==> config.mk <==
export PLATFORM = sky130hd
export DESIGN_NAME = pll_reset_sequencer
export DESIGN_NICKNAME = d
export VERILOG_FILES = /design/src/rtl/pll_reset_sequencer.sv
export SDC_FILE = /design/constraint.sdc
export NUM_CORES = 1
export LEC_CHECK = 0
export ABC_AREA = 1
export BUFFER_PORTS_ARGS = -buffer_cell sky130_fd_sc_hd__buf_2
export CAP_MARGIN = 30
export CELL_PAD_IN_SITES_DETAIL_PLACEMENT = 0
export CELL_PAD_IN_SITES_GLOBAL_PLACEMENT = 1
export CORE_MARGIN = 4
export CORE_UTILIZATION = 45
export CTS_CLUSTER_SIZE = 14
export DETAILED_ROUTE_END_ITERATION = 12
export GPL_ROUTABILITY_DRIVEN = 0
export PLACE_DENSITY_LB_ADDON = 0.1
export SETUP_SLACK_MARGIN = 0.5
export SLEW_MARGIN = 30
export SYNTH_ARGS = -nofsm -noshare
export SYNTH_HDL_FRONTEND = slang
export SYNTH_SLANG_ARGS = --single-unit
==> constraint.sdc <==
create_clock -name clock -period 2.1 [get_ports clock]
set_input_delay 0.315 -clock clock [delete_from_list [all_inputs] [get_ports clock]]
set_output_delay 0.315 -clock clock [all_outputs]
set_load 0.03 [all_outputs]
==> src/rtl/pll_reset_sequencer.sv <==
// ----------------------------------------------------------------------------
// pll_reset_sequencer
//
// Purpose:
//   Sits on the PLL output clock. It filters the raw PLL LOCK and produces a
//   clean, registered, active-high synchronous reset for downstream logic.
//   Reset is released only after lock has been stable for LOCK_FILTER cycles
//   and a further HOLD_CYCLES hold period has elapsed. Loss of lock or a user
//   reset request puts the downstream design back into reset.
//
// Parameters:
//   LOCK_FILTER - consecutive synchronised-lock-high cycles before lock is trusted (>=1)
//   HOLD_CYCLES - cycles sys_reset stays high after lock is trusted or after a request (>=1)
//   CNT_W       - filter/hold counter width, must hold max(LOCK_FILTER, HOLD_CYCLES)
//
// Ports:
//   clock         in   PLL output clock (only clock)
//   reset_n       in   async active-low reset of this block
//   pll_lock      in   raw PLL LOCK, asynchronous to clock
//   rst_req       in   user reset request, asynchronous, active-high level
//   sys_reset     out  registered active-high reset for downstream logic
//   ready         out  registered, high only in RUN
//   state_dbg     out  current state (WAIT_LOCK=0, STABLE=1, HOLD=2, RUN=3)
//   lock_loss_cnt out  [7:0] saturating count of RUN->WAIT_LOCK transitions
//                      (present only when PLL_LOCK_LOSS_COUNT_EN is defined)
//
// Optional feature macro: PLL_LOCK_LOSS_COUNT_EN
// ----------------------------------------------------------------------------
module pll_reset_sequencer #(
   parameter int LOCK_FILTER = 1024,
   parameter int HOLD_CYCLES = 256,
   parameter int CNT_W       = 16
) (
   input  logic       clock,
   input  logic       reset_n,
   input  logic       pll_lock,
   input  logic       rst_req,
   output logic       sys_reset,
   output logic       ready,
`ifdef PLL_LOCK_LOSS_COUNT_EN
   output logic [7:0] lock_loss_cnt,
`endif
   output logic [1:0] state_dbg
);

   typedef enum logic [1:0] {
      WAIT_LOCK = 2'd0,
      STABLE    = 2'd1,
      HOLD      = 2'd2,
      RUN       = 2'd3
   } state_e;

   localparam logic [CNT_W-1:0] CNT_ZERO = '0;
   localparam logic [CNT_W-1:0] CNT_ONE  = CNT_W'(1);
   localparam logic [CNT_W-1:0] CNT_MAX  = '1;
   localparam logic [CNT_W-1:0] LF_C     = CNT_W'(LOCK_FILTER);
   localparam logic [CNT_W-1:0] HC_LAST  = CNT_W'(HOLD_CYCLES - 1);

   // -------------------------------------------------------------------------
   // 2-flop synchronisers for the asynchronous inputs
   // -------------------------------------------------------------------------
   logic lock_meta_q, lock_s_q;
   logic req_meta_q, req_s_q;

   always_ff @(posedge clock or negedge reset_n) begin
      if (!reset_n) begin
         lock_meta_q <= 1'b0;
         lock_s_q    <= 1'b0;
         req_meta_q  <= 1'b0;
         req_s_q     <= 1'b0;
      end else begin
         lock_meta_q <= pll_lock;
         lock_s_q    <= lock_meta_q;
         req_meta_q  <= rst_req;
         req_s_q     <= req_meta_q;
      end
   end

   // -------------------------------------------------------------------------
   // Sequencer FSM
   // -------------------------------------------------------------------------
   state_e           state_q, state_d;
   logic [CNT_W-1:0] flt_q, flt_d;
   logic [CNT_W-1:0] hold_q, hold_d;
   logic             sys_reset_q, sys_reset_d;
   logic             ready_q, ready_d;

   always_ff @(posedge clock or negedge reset_n) begin
      if (!reset_n) begin
         state_q     <= WAIT_LOCK;
         flt_q       <= CNT_ZERO;
         hold_q      <= CNT_ZERO;
         sys_reset_q <= 1'b1;
         ready_q     <= 1'b0;
      end else begin
         state_q     <= state_d;
         flt_q       <= flt_d;
         hold_q      <= hold_d;
         sys_reset_q <= sys_reset_d;
         ready_q     <= ready_d;
      end
   end

   always_comb begin
      state_d = state_q;
      flt_d   = flt_q;
      hold_d  = hold_q;
      unique case (state_q)
         WAIT_LOCK: begin
            flt_d  = CNT_ZERO;
            hold_d = CNT_ZERO;
            if (lock_s_q) begin
               state_d = STABLE;
               flt_d   = CNT_ONE;
            end
         end
         STABLE: begin
            // flt_q counts STABLE cycles starting at 1, so LOCK_FILTER=1
            // leaves after exactly one STABLE cycle.
            if (!lock_s_q) begin
               state_d = WAIT_LOCK;
               flt_d   = CNT_ZERO;
            end else if (flt_q >= LF_C) begin
               state_d = HOLD;
               hold_d  = CNT_ZERO;
            end else if (flt_q != CNT_MAX) begin
               flt_d = flt_q + CNT_ONE;
            end
         end
         HOLD: begin
            if (!lock_s_q) begin
               state_d = WAIT_LOCK;
               flt_d   = CNT_ZERO;
               hold_d  = CNT_ZERO;
            end else if (req_s_q) begin
               hold_d = CNT_ZERO;
            end else if (hold_q >= HC_LAST) begin
               state_d = RUN;
            end else if (hold_q != CNT_MAX) begin
               hold_d = hold_q + CNT_ONE;
            end
         end
         RUN: begin
            // Lock loss wins over a simultaneous request.
            if (!lock_s_q) begin
               state_d = WAIT_LOCK;
               flt_d   = CNT_ZERO;
               hold_d  = CNT_ZERO;
            end else if (req_s_q) begin
               state_d = HOLD;
               hold_d  = CNT_ZERO;
            end
         end
         default: state_d = WAIT_LOCK;
      endcase
      // Registered from the next state so outputs move with the state register.
      sys_reset_d = (state_d != RUN);
      ready_d     = (state_d == RUN);
   end

   assign sys_reset = sys_reset_q;
   assign ready     = ready_q;
   assign state_dbg = state_q;

`ifdef PLL_LOCK_LOSS_COUNT_EN
   // -------------------------------------------------------------------------
   // Saturating count of lock losses while running
   // -------------------------------------------------------------------------
   logic [7:0] loss_cnt_q;

   always_ff @(posedge clock or negedge reset_n) begin
      if (!reset_n) begin
         loss_cnt_q <= 8'd0;
      end else if ((state_q == RUN) && (state_d == WAIT_LOCK) && (loss_cnt_q != 8'hFF)) begin
         loss_cnt_q <= loss_cnt_q + 8'd1;
      end
   end

   assign lock_loss_cnt = loss_cnt_q;
`endif

endmodule

==> flow_metrics.tcl <==
set metrics [dict create \
    run_status "complete, no violations" \
    power.density_nw_per_um2 674 \
    rows 24 \
    vdd.ir_drop.worst_uv 353 \
    regToRegStartpoint "hold_q[0]" \
    power.switching_fraction_pct 20.6 \
    post_drt_wl_per_cell_um 12.3 \
    clock_sink_count 40 \
    post_synth_inst_count 258 \
    synth.net_count 265 \
    port_buffers 7 \
    die_w_um 75.4 \
    cpPeakStageDelay_ns 0.41 \
    max_cap_violations 0 \
    grt_antenna_before_repair 0 \
    worstReg2RegEnd "hold_q[10]" \
    timing.fmax_ghz 0.646 \
    synthXorXnorAreaFrac_pct 0 \
    count_of_flip_flops_with_a_built_in_enable_after_synthesis 0 \
    cts_root_buffer "clkbuf_8" \
    via_per_inst 4.85 \
    max-slew-margin-rel_pct 66.8 \
    yosys-mux-area-fraction_pct 0 \
    worst-r2r-cell-count 10 \
    rsz_0062_raised_after_global_routing "true" \
    drive_above_1_share_pct 21.9 \
    die_y_um 75.4 \
    synth_cell_type_count 27 \
    worst_hold_slack_ns 0.0732 \
    finalHoldViolations 0 \
    synth_compound_area_share_pct 4.04 \
    synthesis.yosys.warnings 0 \
    period_needed_ns 1.55 \
    cell_internal_pwr_w 0.00128 \
    cp_cell_sequence "ha_2, nand2_2, nor2_2, nand2_1, nand2_2, nand2_4, nand2_4, nor2_4, clkbuf_16, nor2_2" \
    groute.usage.overall_pct 16.2 \
    fp.coreArea_um2 4380 \
    arrival_ns 1.74 \
    final-setup-viol-count 0 \
    synth_area_um2 2040 \
    crit_path_top_delay_cell "dfrtp_1" \
    dominant_combinational_cell_family_by_area_after_synthesis "simple AND/OR/NAND/NOR gates" \
    timing.critical_path.fanout_max 6 \
    critical_path.endpoint_type "flop" \
    drt-initial-drc-count 79 \
    fillers 436 \
    num_antenna_cells 0 \
    post_cts_clock_slew_at_the_launch_and_capture_registers_of_the_worst_setup_and_hold_paths_ns 0.07 \
    post_synth.cell_area_avg_um2 7.92 \
    finalCritPeriodShare_pct 73.7 \
    dr_total_vias 1601 \
    seq_power_share_pct 48.9 \
    critical_path_class "reg -> reg" \
    final_routed_drc_violation_total 0 \
    wire_length_of_the_first_global_routing_pass_um 6840 \
    synth-main-ff-cell "dfrtp_1" \
    non_filler_instance_count_after_layout 330 \
    simple_gate_fraction_of_synth_area_pct 35.8 \
    timing_worst_slew_pin_value_ns 0.497 \
    cts-htree-levels 2 \
    yosys.area_share.adder_pct 1.84 \
    cts_tree "done" \
    clk_latency_ns 0.29 \
    clk_path_buf_depth 2 \
    placement.setup.worst_slack_ns 0.397 \
    async_reset_ff_share_pct 100 \
    syn_to_final_growth_pct 16.7 \
    cp-start-kind "flop" \
    hpwl_um 2710 \
    power.share.combinational_pct 5.5 \
    overflow 0 \
    post-place-cells 315 \
    worst-r2r-setup-slack_ns 0.55 \
    yosysSeqAreaShare_pct 49.1 \
    design.portCount 8 \
    worstHoldPathType "in -> async" \
    first_pass_iters 4 \
    final_max_slew_viol_count 0 \
    vias_in_the_first_global_route 1458 \
    finClkSkew_ns 0.00628 \
    fin_tns_setup_ns 0 \
    clock_power_share_pct 45.6 \
    grt_max_degree 41 \
    power_switching_w 0.000331 \
    critical_path_required_time_ns 2.29 \
    number_of_flip_flops_and_latches_in_the_synthesized_netlist 40 \
    drt_wl_total_um 4060 \
    final_net_count 285 \
    worst_slack_ns 0.553 \
    floorplan.initialDensity_pct 46.6 \
    total_leakage_power_nw 1.14 \
    drt.antenna.violating_nets 0 \
    cts-buffers-inserted 5 \
    die_area_um2 5680 \
]
[cell families after synthesis]
kind of cell / after synthesis
buffers and inverters: 42
AO/OA/AOI/OAI: 15
adder cells (fa/ha/maj): 3
AND/OR/NAND/NOR: 158
flip-flops: 40
[worst max path at each step]
stage	start	to	slack [ns]	depth (start not counted)
finish	hold_q[0]	hold_q[10]	0.55	10
global route	hold_q[0]	hold_q[2]	0.48	11
CTS	hold_q[0]	hold_q[3]	0.50	11
detailed placement	hold_q[0]	hold_q[5]	0.40	10
global placement	hold_q[0]	hold_q[6]	0.37	10
floorplan	state_dbg[1]	hold_q[4]	0.54	10
[routing by layer]
metal / vias up / global-route usage, % / routed length, um
met5: - / 0 / 0
met4: 0 / 6.99 / 74
met3: 8 / 4.49 / 114
met2: 17 / 25.9 / 2040
met1: 744 / 20.5 / 1840
li1: 832 / - / -
[per-stage QoR]
| stage | cell area, um^2 | total power (W) | util [%] |
|---|---|---|---|
| after global routing | 2380 | 0.00167 | 54.4 |
| after global placement | 2110 | 0.000871 | 48.2 |
| final | 2380 | 0.00161 | 54.4 |
| after CTS | 2280 | 0.00162 | 51.9 |
| after detailed placement | 2110 | 0.000871 | 48.2 |
| after floorplan | 2040 | 0.000842 | - |
[registers in the layout, summed over array words and instances, names as in the netlist]
register,count
state_dbg,2
flt_q,16
lock_s_q,1
lock_meta_q,1
hold_q,16
ready,1
req_meta_q,1
sys_reset,1
req_s_q,1
[Yosys cell counts (2+ instances only)]
cell type | number | area [um^2]
a21oi_1 | 4 | 20.0
buf_4 | 2 | 15.0
dfrtp_1 | 39 | 976
ha_1 | 3 | 37.5
inv_1 | 34 | 128
inv_2 | 3 | 11.3
nand2_1 | 62 | 233
nand2_2 | 6 | 37.5
nand2_4 | 2 | 22.5
nand3_1 | 16 | 80.1
nand4_1 | 9 | 56.3
nor2_1 | 44 | 165
nor2_2 | 8 | 50.1
nor3_1 | 4 | 20.0
o21ai_0 | 5 | 25.0
o21ai_1 | 3 | 15.0
o21bai_1 | 2 | 15.0
or2_1 | 2 | 12.5
or2_2 | 2 | 12.5
[worst max-delay path: cells and delay by family (launching register included)]
family	cells	cell delay, ns
buffers and inverters	1	0.19
AND/OR/NAND/NOR	8	0.64
adder cells (fa/ha/maj)	1	0.20
flip-flops	1	0.41
[final cells by class]
cell class              count  area [um^2]  share of cell area (%)
well taps                  52         65.1                    2.73
flip-flops and latches     40         1000                    42.1
clock buffers               5         68.8                    2.89
multi-input cells         176          897                    37.6
inverters                  37          141                    5.93
repair buffers             18          148                    6.19
clock inverters             2         60.1                    2.52
[power groups by stage]
stage | combinational [W] | clock (W) | sequential (W)
2_1_floorplan | 0.0000414 | 0 | 0.000801
3_3_place_gp | 0.0000712 | 0 | 0.000800
3_5_place_dp | 0.0000712 | 0 | 0.000800
4_1_cts | 0.0000797 | 0.000754 | 0.000785
5_1_grt | 0.0000993 | 0.000782 | 0.000786
6_report | 0.0000879 | 0.000733 | 0.000785
[layout by cell type, fill, tap and decap left out, types with 3 or more instances in the layout]
cell,n
nand2_4,5
a21oi_1,3
inv_1,34
nor3_1,4
clkbuf_8,5
nor2_2,11
nand4_1,9
nand3_1,16
nor2_1,40
nand2_1,59
buf_2,7
o21ai_0,5
dfrtp_1,38
o21ai_1,3
buf_4,9
nand2_2,6
[what timing repair did]
| action | CTS | global route |
|---|---|---|
| hold buffers | 0 | 0 |
| endpoints found under the setup margin | 22 | 30 |
| resized for setup | 2 | 15 |
| pin swaps | 1 | 3 |
| gates cloned | 0 | 1 |
| setup buffers | 2 | 5 |
No activity file was read; power rests on OpenSTA's default activity.
